## src/rtl/alu_pipe_mul_if.sv

```systemverilog
// Handshake bus for the EXE-stage ALU: operation input, result output and busy status.
interface alu_pipe_mul_if #(
  parameter int unsigned WIDTH = 32
);
  logic             in_valid;
  logic             in_ready;
  logic [3:0]       exe_cmd;
  logic [WIDTH-1:0] val1;
  logic [WIDTH-1:0] val2;
  logic [WIDTH-1:0] val3;
  logic             c_in;
  logic             out_valid;
  logic             out_ready;
  logic [WIDTH-1:0] result;
  logic [3:0]       status_bits;
  logic             busy;

  modport master (
    output in_valid, exe_cmd, val1, val2, val3, c_in, out_ready,
    input  in_ready, out_valid, result, status_bits, busy
  );

  modport slave (
    input  in_valid, exe_cmd, val1, val2, val3, c_in, out_ready,
    output in_ready, out_valid, result, status_bits, busy
  );
endinterface

```

## src/rtl/alu_pipe_mul.sv

```systemverilog
// EXE-stage ALU with a registered, handshaked output and an optional iterative MUL/MLA unit.
// The multiplier is present only when ALU_PIPE_MUL_EN is defined.
module alu_pipe_mul #(
  parameter int unsigned WIDTH    = 32,
  parameter int unsigned MUL_BITS = 4
) (
  input logic           clk,
  input logic           rst_n,
  alu_pipe_mul_if.slave io
);

  localparam logic [3:0] CmdMov = 4'b0001;
  localparam logic [3:0] CmdMvn = 4'b1001;
  localparam logic [3:0] CmdAdd = 4'b0010;
  localparam logic [3:0] CmdAdc = 4'b0011;
  localparam logic [3:0] CmdSub = 4'b0100;
  localparam logic [3:0] CmdSbc = 4'b0101;
  localparam logic [3:0] CmdAnd = 4'b0110;
  localparam logic [3:0] CmdOrr = 4'b0111;
  localparam logic [3:0] CmdEor = 4'b1000;
`ifdef ALU_PIPE_MUL_EN
  localparam logic [3:0] CmdMul = 4'b1010;
  localparam logic [3:0] CmdMla = 4'b1011;

  localparam int unsigned Iters = WIDTH / MUL_BITS;
  localparam int unsigned CntW  = (Iters > 1) ? $clog2(Iters) : 1;

  typedef enum logic [1:0] {StIdle, StMul, StDone} state_e;
`else
  typedef enum logic [1:0] {StIdle} state_e;
`endif

  state_e           state_q;
  logic             out_valid_q;
  logic [WIDTH-1:0] result_q;
  logic [3:0]       status_q;

  logic             accept;
  logic             is_mul;
  logic [WIDTH-1:0] alu_res;
  logic             alu_c;
  logic             alu_v;
  logic             alu_undef;
  logic [WIDTH:0]   sum;
  logic [3:0]       alu_flags;

  assign io.in_ready = rst_n & (state_q == StIdle) & (~out_valid_q | io.out_ready);
  assign accept      = io.in_valid & io.in_ready;

  // Single-cycle datapath; subtraction uses a + ~b + carry so C is the ARM no-borrow flag.
  always_comb begin
    alu_res   = '0;
    alu_c     = 1'b0;
    alu_v     = 1'b0;
    alu_undef = 1'b0;
    sum       = '0;
    case (io.exe_cmd)
      CmdMov: alu_res = io.val2;
      CmdMvn: alu_res = ~io.val2;
      CmdAdd, CmdAdc: begin
        sum     = {1'b0, io.val1} + {1'b0, io.val2}
                  + {{WIDTH{1'b0}}, (io.exe_cmd == CmdAdc) & io.c_in};
        alu_res = sum[WIDTH-1:0];
        alu_c   = sum[WIDTH];
        alu_v   = (io.val1[WIDTH-1] == io.val2[WIDTH-1]) &
                  (alu_res[WIDTH-1] != io.val1[WIDTH-1]);
      end
      CmdSub, CmdSbc: begin
        sum     = {1'b0, io.val1} + {1'b0, ~io.val2}
                  + {{WIDTH{1'b0}}, (io.exe_cmd == CmdSbc) ? io.c_in : 1'b1};
        alu_res = sum[WIDTH-1:0];
        alu_c   = sum[WIDTH];
        alu_v   = (io.val1[WIDTH-1] != io.val2[WIDTH-1]) &
                  (alu_res[WIDTH-1] != io.val1[WIDTH-1]);
      end
      CmdAnd: alu_res = io.val1 & io.val2;
      CmdOrr: alu_res = io.val1 | io.val2;
      CmdEor: alu_res = io.val1 ^ io.val2;
      default: alu_undef = 1'b1;
    endcase
    alu_flags = alu_undef ? 4'b0100 : {alu_res[WIDTH-1], alu_res == '0, alu_c, alu_v};
  end

`ifdef ALU_PIPE_MUL_EN
  logic [WIDTH-1:0] acc_q;
  logic [WIDTH-1:0] mcand_q;
  logic [WIDTH-1:0] mplier_q;
  logic [CntW-1:0]  cnt_q;
  logic             busy_q;
  logic [WIDTH-1:0] pp;

  assign is_mul  = (io.exe_cmd == CmdMul) | (io.exe_cmd == CmdMla);
  assign pp      = mcand_q * WIDTH'(mplier_q[MUL_BITS-1:0]);
  assign io.busy = busy_q;
`else
  assign is_mul  = 1'b0;
  assign io.busy = 1'b0;
`endif

  always_ff @(posedge clk or negedge rst_n) begin
    if (!rst_n) begin
      state_q     <= StIdle;
      out_valid_q <= 1'b0;
      result_q    <= '0;
      status_q    <= '0;
`ifdef ALU_PIPE_MUL_EN
      acc_q       <= '0;
      mcand_q     <= '0;
      mplier_q    <= '0;
      cnt_q       <= '0;
      busy_q      <= 1'b0;
`endif
    end else begin
      if (out_valid_q && io.out_ready) begin
        out_valid_q <= 1'b0;
      end
      unique case (state_q)
        StIdle: begin
          if (accept && !is_mul) begin
            result_q    <= alu_res;
            status_q    <= alu_flags;
            out_valid_q <= 1'b1;
          end
`ifdef ALU_PIPE_MUL_EN
          if (accept && is_mul) begin
            acc_q    <= (io.exe_cmd == CmdMla) ? io.val3 : '0;
            mcand_q  <= io.val1;
            mplier_q <= io.val2;
            cnt_q    <= CntW'(Iters - 1);
            busy_q   <= 1'b1;
            state_q  <= StMul;
          end
`endif
        end
`ifdef ALU_PIPE_MUL_EN
        StMul: begin
          acc_q    <= acc_q + pp;
          mcand_q  <= mcand_q << MUL_BITS;
          mplier_q <= mplier_q >> MUL_BITS;
          cnt_q    <= cnt_q - 1'b1;
          if (cnt_q == '0) begin
            busy_q  <= 1'b0;
            state_q <= StDone;
          end
        end
        StDone: begin
          // Wait for a free output slot so a stalled earlier result is never overwritten.
          if (!out_valid_q || io.out_ready) begin
            result_q    <= acc_q;
            status_q    <= {acc_q[WIDTH-1], acc_q == '0, 2'b00};
            out_valid_q <= 1'b1;
            state_q     <= StIdle;
          end
        end
`endif
        default: state_q <= StIdle;
      endcase
    end
  end

  assign io.out_valid   = out_valid_q;
  assign io.result      = result_q;
  assign io.status_bits = status_q;

endmodule

```

## src/flat_wrapper.sv

```systemverilog
// flat-port wrapper written by rule: the top's interface ports become plain ports
module alu_pipe_mul_flat 
#(
  parameter int unsigned WIDTH    = 32,
  parameter int unsigned MUL_BITS = 4
)
  (clk, rst_n, io_in_valid, io_exe_cmd, io_val1, io_val2, io_val3, io_c_in, io_out_ready, io_in_ready, io_out_valid, io_result, io_status_bits, io_busy);
  alu_pipe_mul_if #(.WIDTH(WIDTH)) io_i ();
  input logic clk;
  input logic rst_n;
  input wire logic [$bits(io_i.in_valid)-1:0] io_in_valid;
  input wire logic [$bits(io_i.exe_cmd)-1:0] io_exe_cmd;
  input wire logic [$bits(io_i.val1)-1:0] io_val1;
  input wire logic [$bits(io_i.val2)-1:0] io_val2;
  input wire logic [$bits(io_i.val3)-1:0] io_val3;
  input wire logic [$bits(io_i.c_in)-1:0] io_c_in;
  input wire logic [$bits(io_i.out_ready)-1:0] io_out_ready;
  output wire logic [$bits(io_i.in_ready)-1:0] io_in_ready;
  output wire logic [$bits(io_i.out_valid)-1:0] io_out_valid;
  output wire logic [$bits(io_i.result)-1:0] io_result;
  output wire logic [$bits(io_i.status_bits)-1:0] io_status_bits;
  output wire logic [$bits(io_i.busy)-1:0] io_busy;
  assign io_i.in_valid = io_in_valid;
  assign io_i.exe_cmd = io_exe_cmd;
  assign io_i.val1 = io_val1;
  assign io_i.val2 = io_val2;
  assign io_i.val3 = io_val3;
  assign io_i.c_in = io_c_in;
  assign io_i.out_ready = io_out_ready;
  assign io_in_ready = io_i.in_ready;
  assign io_out_valid = io_i.out_valid;
  assign io_result = io_i.result;
  assign io_status_bits = io_i.status_bits;
  assign io_busy = io_i.busy;
  alu_pipe_mul #(.WIDTH(WIDTH), .MUL_BITS(MUL_BITS)) u_core (.clk(clk), .rst_n(rst_n), .io(io_i));
endmodule
```

## config.mk

```make
export PLATFORM = sky130hd
export DESIGN_NAME = alu_pipe_mul_flat
export DESIGN_NICKNAME = d
export VERILOG_FILES = /design/src/rtl/alu_pipe_mul_if.sv /design/src/rtl/alu_pipe_mul.sv /design/src/flat_wrapper.sv
export SDC_FILE = /design/constraint.sdc
export NUM_CORES = 1
export LEC_CHECK = 0
export ABC_AREA = 1
export BUFFER_PORTS_ARGS = -buffer_cell sky130_fd_sc_hd__buf_2
export CORE_ASPECT_RATIO = 1.1
export CORE_MARGIN = 8
export CORE_UTILIZATION = 54
export CTS_CLUSTER_SIZE = 28
export DETAILED_ROUTE_END_ITERATION = 12
export PLACE_DENSITY = 0.82
export SLEW_MARGIN = 10
export SYNTH_ARGS = -nofsm -noshare
export SYNTH_HDL_FRONTEND = slang
export SYNTH_SLANG_ARGS = --single-unit
```

## constraint.sdc

```tcl
create_clock -name clk -period 1.5 [get_ports clk]
set_input_delay 0.375 -clock clk [delete_from_list [all_inputs] [get_ports clk]]
set_output_delay 0.375 -clock clk [all_outputs]
set_load 0.005 [all_outputs]
```

==> metrics.md, run 1 <==
| Metric | Value |
|---|---|
| Gr usage total | 70.2% |
| Log Error | [ERROR GRT-0232] Routing congestion too high. Check the congestion heatmap in the GUI. |
| Initial Utilization | 54.9% |
| Die W | 136 um |
| Grt ovf | 115 |
| Clk buf depth | 2 |
| Status | did not finish |
| Yosys Warn Count | 0 |
| Placed cells | 2,266 |
| Register bit total from synthesis | 37 |
| Root Buffer | clkbuf_16 |
| Number of H-tree levels | 2 |
| # rows | 48 |
| Synthesized instance count | 1,630 |
| Worst EP kind | register data pin |
| Netlist Area Pre-Place | 8530 sq um |
| Fraction of registers with async set or reset after synthesis | 100% |
| Unique masters post-synth | 39 |
| Mean Syn Cell Area | 5.23 sq um |
| TritonCTS Buffers | 5 |
| Gpl congestion | 1.10 |
| IO Port Bufs | 110 |
| EDFF count, synth | 0 |
| Halt Stage | global routing (5_1_grt) |
| Main flop type after synthesis | dfrtp_1 |
| CTS Sinks | 37 |
| Dpl hpwl | 32,700 um |
| Die Span Y | 148 um |
| Sequential element share of the synthesized area | 10.9% |
| Ports | 144 |
| Largest net degree at the start of global routing | 38 |
| Post-Syn Nets | 1,834 |
| GRT worst endpoint | u_core.io.status_bits[2]$_DFFE_PN0P_/D |
[per-layer routing]
metal,track usage (%),GRT overflow
met1,69.2,0
met4,70.3,46
met5,26.1,0
met3,56.3,3
met2,85.7,66
[stage by stage]
stage	hold WS (ns)	setup slack [ns]	instance area, sq um
3_3_place_gp	0.452	-1.39	12400
4_1_cts	0.199	-0.963	13400
3_5_place_dp	0.460	-1.43	12400
2_1_floorplan	0.0794	-0.869	8930
[synth_stat cells (2+ instances only)]
master / instances / area [sq um]
nor3_1: 19 / 95.1
nand3_2: 2 / 20.0
nor3_2: 2 / 20.0
buf_4: 4 / 30.0
nor4_1: 2 / 12.5
nor2_1: 134 / 503
o22ai_1: 48 / 300
buf_2: 33 / 165
clkbuf_1: 8 / 30.0
nand2_1: 612 / 2300
dfrtp_1: 37 / 926
o21bai_1: 6 / 45.0
nor2_2: 5 / 31.3
ha_1: 95 / 1190
and2_1: 4 / 25.0
a211oi_1: 16 / 120
inv_2: 3 / 11.3
nand2_2: 3 / 18.8
nand4_1: 21 / 131
fa_1: 4 / 80.1
a21oi_1: 42 / 210
o21ai_0: 31 / 155
nand3_1: 157 / 786
inv_1: 327 / 1230
[cells by family after synthesis]
| kind of cell | Yosys count | share of synthesized area (%) |
|---|---|---|
| flip-flops | 37 | 10.9 |
| AO/OA/AOI/OAI | 149 | 10.2 |
| AND/OR/NAND/NOR | 965 | 46.6 |
| other | 1 | 0.0440 |
| buffers and inverters | 379 | 17.4 |
| adder cells (fa/ha/maj) | 99 | 14.9 |
[repair_timing]
| item | in CTS |
|---|---|
| gates cloned | 0 |
| setup buffers | 24 |
| resized for setup | 184 |
| endpoints found under the hold margin | 0 |
| pin swaps | 69 |
| setup endpoints to repair | 36 |
| hold buffers | 0 |
==> run 2, diff against run 1 <==
- CORE_ASPECT_RATIO: 1.1 -> default
- CORE_UTILIZATION: 54 -> 39
- CTS_CLUSTER_SIZE: 28 -> default
- PLACE_DENSITY: 0.82 -> default
- PLACE_DENSITY_LB_ADDON: default -> 0.15
==> run 2 against run 1 <==
  * The flow now finishes, with violations (negative setup slack)
  * Synthesized cell count unchanged
  * Synthesized area unchanged
==> metrics.md, run 2 <==
| Metric | Value |
|---|---|
| Max-slew violation count | 0 |
| Number of remaining DRC errors | 0 |
| Largest net degree at the start of global routing | 38 |
| Initial antenna violation count | 0 |
| Reg area | 926 sq um |
| Synthesized instance count | 1,630 |
| Die W | 164 um |
| Startpoint Class | primary input |
| Maximum VDD drop | 0.000496 V |
| CTS Sinks | 37 |
| Final hold viol count | 0 |
| Leak Pwr | 0.00867 uW |
| IO Port Bufs | 110 |
| NumNets Final | 2,331 |
| Unique masters post-synth | 39 |
| Fin crit period | 2.53 ns |
| Commonest cells after routing, fill and taps aside | nand2_1 (479), buf_4 (367), inv_1 (299) |
| Setup Viol. Count Final | 36 |
| Die Span Y | 164 um |
| Routed length per instance | 17.7 um |
| Main flop type after synthesis | dfrtp_1 |
| CTS tree | built |
| Post-Route WL | 42,500 um |
| R2r setup slk | 0.23 ns |
| Number of H-tree levels | 2 |
| Clk Latency, worst-skew pair | 0.29 ns |
| Count leader, synth | nand2_1 |
| Yosys Warn Count | 0 |
| Setup Crit Path Kind | in -> reg |
| Setup TNS | -23.37 ns |
| Period utilization | 169% |
| DRT Pass-1 Iters | 6 |
| Failing checks | negative setup slack |
| Clock Skew | 0.00182 ns |
| Dpl hpwl | 34,200 um |
| Multi-input logic area | 8020 sq um |
| Worst-path clk slew | 0.06 ns |
| EDFF count, synth | 0 |
| Area leader, netlist | nand2_1 |
| RR Startpoint | u_core.io.out_valid |
| Via density | 5.07 |
| Number of max-cap violations | 0 |
| Status | complete, but fails checks |
| Worst EP arrival | 2.76 ns |
| Top post-synthesis cells by count | nand2_1 (612), inv_1 (327), nand3_1 (157) |
| Sw power | 3600 uW |
| Root Buffer | clkbuf_16 |
| Initial Utilization | 39.5% |
| Final setup margin | -1.03 ns |
| Grt ovf | 0 |
| Fill cell count | 1,997 |
| Sequential Power Share | 16.1% |
| Fraction of registers with async set or reset after synthesis | 100% |
| Vias post-DR | 12,215 |
| Die area | 26,900 sq um |
| Core Region | 21,600 sq um |
| Worst setup EP type | flop |
| Comb pwr share | 70.1% |
| Mean Syn Cell Area | 5.23 sq um |
| Sequential element share of the synthesized area | 10.9% |
| Worst R2R End | u_core.io.result[12] |
| Gr usage total | 30.2% |
| Switching share of total power | 46.0% |
| Vias in the first global route | 11,780 |
| HP Class | in -> async |
| Number of flip-flops in the largest register | 32 |
| Leading cell type in the layout, fill and taps excluded | nand2_1 |
| Beginning of the critical path | io_exe_cmd[3] |
| Area delta synth->final | 73.7% |
| Layout cell share with drive strength beyond 1 | 42.9% |
| Place WS | -1.56 ns |
| Clock power share | 13.8% |
| R2R depth | 7 |
| # rows | 54 |
| Worst Path Max Fanout | 4 |
| TritonCTS Buffers | 5 |
| Gpl congestion | 1.02 |
| Netlist Area Pre-Place | 8530 sq um |
| Ports | 144 |
| Clk buf depth | 2 |
| Post-Syn Nets | 1,834 |
| Pwr Density | 528 nW/um^2 |
| Required @ worst endpoint | 1.73 ns |
| RSZ-0062 raised after global routing | yes |
| Final ANT Viol Nets | 0 |
| DR iter-0 viols | 962 |
| First-pass GRT wire length | 63,000 um |
| Register bit total from synthesis | 37 |
| Post-synth top area share | 26.9% |
| Worst setup path endpoint | u_core.io.status_bits[2] |
| Number of diodes | 0 |
| Top cells by area, synth | nand2_1 (27%), inv_1 (14%), ha_1 (14%) |
| Quantity of hold-fixing buffers added after cts | 0 |
| Cell internal pwr | 4230 uW |
| Fmax | 0.395 GHz |
==> run 2: worst min path at each step <==
stage | cells after the start | from | endpoint
final | 2 | rst_n | u_core.io.result[25]
after global routing | 2 | rst_n | u_core.io.result[27]
after CTS | 2 | rst_n | u_core.io.result[29]
after detailed placement | 2 | u_core.io.result[31] | u_core.io.result[31]
after global placement | 2 | u_core.io.result[25] | u_core.io.result[25]
after floorplan | 0 | rst_n | u_core.io.out_valid
==> run 2: through the flow <==
step	power, uW	util [%]	std cells	cell area, sq um	hold slack (ns)
2_1_floorplan	3420	-	1630	8930	0.0794
3_3_place_gp	5670	58.0	2365	12600	0.453
3_5_place_dp	5700	58.0	2365	12600	0.460
4_1_cts	7260	63.7	2398	13800	0.204
5_1_grt	8350	68.6	2408	14800	0.222
6_report	7830	68.6	2408	14800	0.194
==> run 2: repair_timing <==
action / 4_1_cts / 5_1_grt
pin swaps: 78 / 86
buffers inserted: 32 / 22
gates cloned: 0 / 1
resized for setup: 230 / 236
setup endpoints to repair: 36 / 36
==> run 2: area by class of cell <==
class	instances	area share, %
Inverter	331	8.53
Timing Repair Buffer	538	27.8
Multi-Input combinational cell	1214	54.1
Tap cell	280	2.36
Sequential cell	37	6.25
Clock buffer	5	0.844
Clock inverter	3	0.118
==> run 2: logic make-up after synthesis <==
family                   after synthesis  synth area share [%]
AO/OA/AOI/OAI                        149                  10.2
adder cells (fa/ha/maj)               99                  14.9
buffers and inverters                379                  17.4
flip-flops                            37                  10.9
other                                  1                0.0440
AND/OR/NAND/NOR                      965                  46.6
==> run 2: power groups by stage <==
stage	sequential (uW)	clock, uW	combinational (uW)
after floorplan	1290	0	2130
after global placement	1270	0	4400
after detailed placement	1270	0	4430
after CTS	1260	1090	4920
after global routing	1280	1160	5910
final	1260	1080	5490
==> run 2: critical path: stages <==
cell and delay, ns:
buf_12 0.10, inv_8 0.03, nand2_4 0.07, nor4_4 0.05, fa_2 0.37, fa_2 0.36, inv_2 0.11, nand3_2 0.11
nand3_4 0.14, nand2_4 0.07, nand2_4 0.09, nand2_2 0.07, nand3_2 0.07, nand3_2 0.10, nor2_1 0.13, nand2_1 0.10
nor3_4 0.21, nand4_1 0.11, nand2_1 0.09
==> run 2: per-layer routing <==
| layer | vias to the layer above | wire, um | global-route usage (%) |
|---|---|---|---|
| met1 | 5597 | 17800 | 37.9 |
| met2 | 449 | 20000 | 52.5 |
| li1 | 6044 | - | - |
| met4 | 0 | 2400 | 12.1 |
| met5 | - | 0 | 0 |
| met3 | 125 | 2310 | 2.46 |
(Power assumes the default switching activity.)
==> run 3, diff against run 2 <==
--- a/config.mk
+++ b/config.mk
@@ -8,6 +8,8 @@
 export ABC_AREA = 1
 export BUFFER_PORTS_ARGS = -buffer_cell sky130_fd_sc_hd__buf_2
+export CELL_PAD_IN_SITES_DETAIL_PLACEMENT = 1
+export CELL_PAD_IN_SITES_GLOBAL_PLACEMENT = 2
 export CORE_MARGIN = 8
-export CORE_UTILIZATION = 39
+export CORE_UTILIZATION = 29
 export DETAILED_ROUTE_END_ITERATION = 12
 export PLACE_DENSITY_LB_ADDON = 0.15
==> constraint.sdc (replaced) <==
create_clock -name clk -period 1.5 [get_ports clk]
set_input_delay 0 -clock clk [delete_from_list [all_inputs] [get_ports clk]]
set_output_delay 0 -clock clk [all_outputs]
set_load 0.005 [all_outputs]
==> run 3 against run 2 <==
  * The flow still finishes with violations (negative setup slack)
  * Non-clock buffer count rose by 41
  * Clock-buffer cell count rose by 2
  * Sequential share of layout area barely moved
  * Global-route usage fell by 4.5 points
  * Die area rose by 31%
  * Combinational power barely moved
  * Via count rose by 0.51%
  * Sequential power barely moved
  * Worst hold slack improved by 0.0070 ns
  * Clock power barely moved
  * Total power rose by 0.34%
  * Critical path type unchanged
==> metrics.md, run 3 (same netlist as run 2, synthesis figures left out) <==
| Metric | Value |
|---|---|
| Status | complete, but fails checks |
| Failing checks | negative setup slack |
| Final hold viol count | 0 |
| Fin crit period | 2.21 ns |
| Required @ worst endpoint | 1.72 ns |
| Number of diodes | 0 |
| CTS tree | built |
| Number of max-cap violations | 0 |
| Startpoint Class | primary input |
| Place WS | -1.19 ns |
| Gr usage total | 25.6% |
| Max-slew violation count | 0 |
| Clk Latency, worst-skew pair | 0.28 ns |
| Post-Route WL | 47,600 um |
| DR iter-0 viols | 593 |
| Layout Utilization | 50.2% |
| HP Class | in -> reg |
| Number of flip-flops in the largest register | 32 |
| Period utilization | 148% |
| TritonCTS Buffers | 5 |
| Root Buffer | clkbuf_16 |
| Initial Utilization | 29.1% |
| Placed cells | 2,513 |
| CTS Sinks | 37 |
| Worst slew margin | 62.4% |
| Worst setup EP type | flop |
| Final ANT Viol Nets | 0 |
| Die W | 188 um |
| NumNets Final | 2,372 |
| First-pass GRT wire length | 71,700 um |
| Largest net degree at the start of global routing | 38 |
| Layout cell share with drive strength beyond 1 | 40.6% |
| Vias post-DR | 12,277 |
| Fmax | 0.452 GHz |
| Area delta synth->final | 72.6% |
| Core Region | 29,300 sq um |
| Gpl congestion | 0.970 |
| Die Span Y | 188 um |
| Setup Viol. Count Final | 35 |
| Number of remaining DRC errors | 0 |
| Clk buf depth | 2 |
| Via density | 4.80 |
| Slew @ Worst Pin | 0.560 ns |
| RR Startpoint | u_core.io.out_valid |
| Worst Path Max Fanout | 3 |
| # rows | 63 |
| Initial antenna violation count | 0 |
| Vias in the first global route | 12,876 |
| Beginning of the critical path | io_c_in |
| IO Port Bufs | 110 |
| Final Power | 7860 uW |
| Grt ovf | 0 |
| Commonest cells after routing, fill and taps aside | nand2_1 (525), buf_4 (425), inv_1 (311) |
| Routed length per instance | 18.6 um |
| Maximum VDD drop | 0.000387 V |
| Setup Crit Path Kind | in -> reg |
| Clock Skew | 0.00208 ns |
| Pwr Density | 533 nW/um^2 |
| RSZ-0062 raised after global routing | yes |
| Ports | 144 |
| Setup TNS | -13.74 ns |
| Worst-path clk slew | 0.06 ns |
| Worst EP arrival | 2.44 ns |
| Final setup margin | -0.715 ns |
| R2r setup slk | 0.26 ns |
| DRT Pass-1 Iters | 5 |
| Die area | 35,200 sq um |
| Worst setup path endpoint | u_core.io.status_bits[2] |
| R2R depth | 7 |
| Leading cell type in the layout, fill and taps excluded | nand2_1 |
| Worst R2R End | u_core.io.status_bits[3] |
| Number of H-tree levels | 2 |
| Leak Pwr | 0.00864 uW |
| Dpl hpwl | 40,100 um |
| Layout Cells excl Fill | 2,559 |
## run 3: cell types whose count changed in the layout (fill, tap and decap cells not counted), sizes merged
| cell | delta |
|---|---|
| clkinvlp | -1 |
| buf | +40 |
| clkbuf | +1 |
| dlygate4sd3 | +2 |
| inv | +1 |
| clkinv | -2 |
## run 3: worst min path at each step
stage | start | endpoint | slack [ns] | cells past startpoint
after detailed placement | rst_n | u_core.io.result[24] | 0.13 | 2
after global placement | rst_n | u_core.io.result[24] | 0.12 | 2
after floorplan | rst_n | u_core.io.out_valid | -0.30 | 0
after CTS | io_in_valid | u_core.io.out_valid | 0.20 | 4
after global routing | io_in_valid | u_core.io.out_valid | 0.23 | 4
final | io_in_valid | u_core.io.out_valid | 0.20 | 4
## run 3: repair_timing
action | in CTS | in global routing
resized for setup | 130 | 269
pin swaps | 47 | 75
hold buffers | 2 | 0
setup endpoints to repair | 35 | 36
hold endpoints to repair | 38 | 0
setup buffers | 26 | 20
## run 3: power breakdown
group	total, uW	switching (uW)	internal (uW)
registers	1260	88.3	1170
clock network	1110	409	703
logic	5490	3030	2460
## run 3: cell type report
class | count | area (sq um)
fill | 4073 | 14600
clock inverter | 1 | 5.00
clock buffer | 7 | 153
timing repair buffer | 579 | 4320
multi-input combinational | 1214 | 7570
tap | 390 | 488
sequential | 37 | 926
inverter | 331 | 1260
## run 3: routing by layer
| layer | global-route usage, % | vias to the layer above | wire, um |
|---|---|---|---|
| li1 | - | 6091 | - |
| met3 | 2.47 | 74 | 1480 |
| met4 | 5.15 | 0 | 1440 |
| met2 | 47.9 | 226 | 24300 |
| met5 | 0 | - | 0 |
| met1 | 31.3 | 5886 | 20400 |
## run 3: stage by stage
step / instance area [sq um] / hold slack (ns)
floorplan: 8610 / -0.296
global placement: 12700 / 0.121
detailed placement: 12700 / 0.130
CTS: 13500 / 0.202
global route: 14700 / 0.229
finish: 14700 / 0.201
## run 3: critical path: stages
cell and delay (ns):
buf_4 0.13, buf_4 0.13, nand3_2 0.07, fa_2 0.22, inv_4 0.06, fa_2 0.38, nand3_2 0.11, nand3_4 0.09
nand2_2 0.09, nand2_2 0.07, nand2_2 0.09, nand2_2 0.07, buf_6 0.12, nand2_4 0.07, nand3_1 0.09, nand3_2 0.10
nand3_2 0.10, nor2_2 0.13, nand2_1 0.06, nor2_1 0.09, nand4_1 0.10, nand2_1 0.07
==> run 4, diff against run 3 <==
- RECOVER_POWER: default -> 50
- REMOVE_ABC_BUFFERS: default -> 1
==> run 4 against run 3 <==
  * Largest cell class unchanged
  * Clock skew increased by 0.0048 ns
  * Register-to-register slack worse by 0.23 ns
  * The flow still finishes with violations (negative setup slack)
  * Worst setup slack better by 0.035 ns
  * Total power up 2.4%
  * Global-route usage grew 0.33 points
  * Critical endpoint unchanged
  * Utilization is 1.9 points higher
  * Critical path depth decreased by 3
  * Worst hold slack improved by 0.044 ns
==> metrics.md, run 4 (same netlist as run 2, synthesis figures left out) <==
| Metric | Value |
|---|---|
| TritonCTS Buffers | 5 |
| Gpl congestion | 0.926 |
| Commonest cells after routing, fill and taps aside | nand2_1 (471), buf_4 (380), inv_1 (307) |
| Ports | 144 |
| Max-slew violation count | 0 |
| Area delta synth->final | 79.3% |
| Place WS | -1.34 ns |
| Worst setup EP type | flop |
| Required @ worst endpoint | 1.73 ns |
| Slew @ Worst Pin | 0.959 ns |
| Fmax | 0.459 GHz |
| HP Class | in -> reg |
| WHS | 0.245 ns |
| Layout Utilization | 52.2% |
| Maximum VDD drop | 0.000379 V |
| Leak Pwr | 0.00870 uW |
| Final hold viol count | 0 |
| RSZ-0062 raised after global routing | yes |
| Grt ovf | 0 |
| CTS tree | built |
| Worst-path clk slew | 0.06 ns |
| Root Buffer | clkbuf_16 |
| Period utilization | 145% |
| Setup Viol. Count Final | 35 |
| Dpl hpwl | 39,800 um |
| Startpoint Class | primary input |
| DR iter-0 viols | 557 |
| Number of remaining DRC errors | 0 |
| Clk buf depth | 2 |
| Clock Skew | 0.00687 ns |
| IO Port Bufs | 110 |
| Vias in the first global route | 13,120 |
| Initial antenna violation count | 0 |
| Final setup margin | -0.680 ns |
| Failing checks | negative setup slack |
| DRT Pass-1 Iters | 5 |
| Number of flip-flops in the largest register | 32 |
| Die area | 35,200 sq um |
| Die W | 188 um |
| Status | complete, but fails checks |
| Worst Path Max Fanout | 3 |
| Core Region | 29,300 sq um |
| Clk Latency, worst-skew pair | 0.29 ns |
| Gr usage total | 25.9% |
| NumNets Final | 2,348 |
| R2r setup slk | 0.03 ns |
| Via density | 4.92 |
| Design Area, Final | 15,300 sq um |
| Setup Crit Path Kind | in -> reg |
| Largest net degree at the start of global routing | 39 |
| Layout cell share with drive strength beyond 1 | 43.6% |
| Initial Utilization | 29.1% |
| Final ANT Viol Nets | 0 |
| # rows | 63 |
| Die Span Y | 188 um |
| Number of H-tree levels | 2 |
| Post-Route WL | 48,200 um |
| Vias post-DR | 12,471 |
| CTS Sinks | 37 |
| Worst slew margin | 36.1% |
| Worst EP arrival | 2.41 ns |
| Fin crit period | 2.18 ns |
| Routed length per instance | 19.0 um |
| Number of diodes | 0 |
| Number of max-cap violations | 0 |
| First-pass GRT wire length | 72,500 um |
| Leading cell type in the layout, fill and taps excluded | nand2_1 |
| Pwr Density | 526 nW/um^2 |
| Final Power | 8040 uW |
| Post-place instance area | 12,600 sq um |
[run 4: changes by cell type in the layout (fill, tap and decap cells not counted), moves of 14 or more]
cell and delta:
nand3_2 +14, buf_2 -22, nand2_1 -54, buf_4 -45, nand2_2 +34, nand3_1 -21, clkbuf_1 +22, nand2_4 +19
[run 4: worst paths after layout]
kind / startpoint / end / cells after the start
max: io_exe_cmd[3] / u_core.io.status_bits[2] / 19
min: io_val1[31] / u_core.io.status_bits[0] / 7
max reg2reg: u_core.io.out_valid / u_core.io.status_bits[3] / 7
min reg2reg: u_core.io.result[16] / u_core.io.result[16] / 2
max in group asynchronous: rst_n / u_core.io.result[7] / 3
min in group asynchronous: rst_n / u_core.io.result[28] / 3
[run 4: area by class of cell]
cell class,instances,area [sq um]
fillers,4006,14000
multi-input cells,1214,8210
repair buffers,555,4260
inverters,331,1260
flip-flops and latches,37,926
well taps,390,488
clock buffers,5,125
clock inverters,3,21.3
[run 4: report_power, final]
part	total [uW]	internal (uW)	switching [uW]
clock network	1060	619	444
registers	1260	1170	96.5
logic	5720	2490	3220
total	8040	4280	3760
[run 4: repair_timing]
action / CTS / global route
hold endpoints to repair: 38 / 0
setup buffers: 22 / 27
hold buffers: 2 / 0
gates resized for setup: 307 / 282
setup endpoints to repair: 35 / 36
pin swaps: 88 / 114
[run 4: layer usage]
| layer | vias up | global-route usage (%) | wire length [um] |
|---|---|---|---|
| li1 | 6057 | - | - |
| met5 | - | 0 | 0 |
| met3 | 102 | 2.04 | 1540 |
| met2 | 253 | 48.2 | 24400 |
| met1 | 6059 | 31.0 | 20100 |
| met4 | 0 | 8.36 | 2240 |
[run 4: critical path, cell delays in order]
cell	delay, ns
buf_8	0.09
inv_4	0.04
nand2_4	0.06
nor4_4	0.04
fa_2	0.37
fa_2	0.39
inv_4	0.10
buf_6	0.10
buf_4	0.10
nand2_1	0.06
nand3_1	0.09
nand2_1	0.07
nor3_2	0.19
nand2_1	0.09
nor2_2	0.14
nand3_2	0.11
nor3_2	0.21
nand4_1	0.10
nand2_1	0.07
[run 4: metrics by stage]
| stage | std cells | TNS [ns] |
|---|---|---|
| 2_1_floorplan | 1582 | -29.65 |
| 3_3_place_gp | 2496 | -30.43 |
| 3_5_place_dp | 2496 | -33.08 |
| 4_1_cts | 2519 | -11.22 |
| 5_1_grt | 2535 | -14.36 |
| 6_report | 2535 | -10.69 |
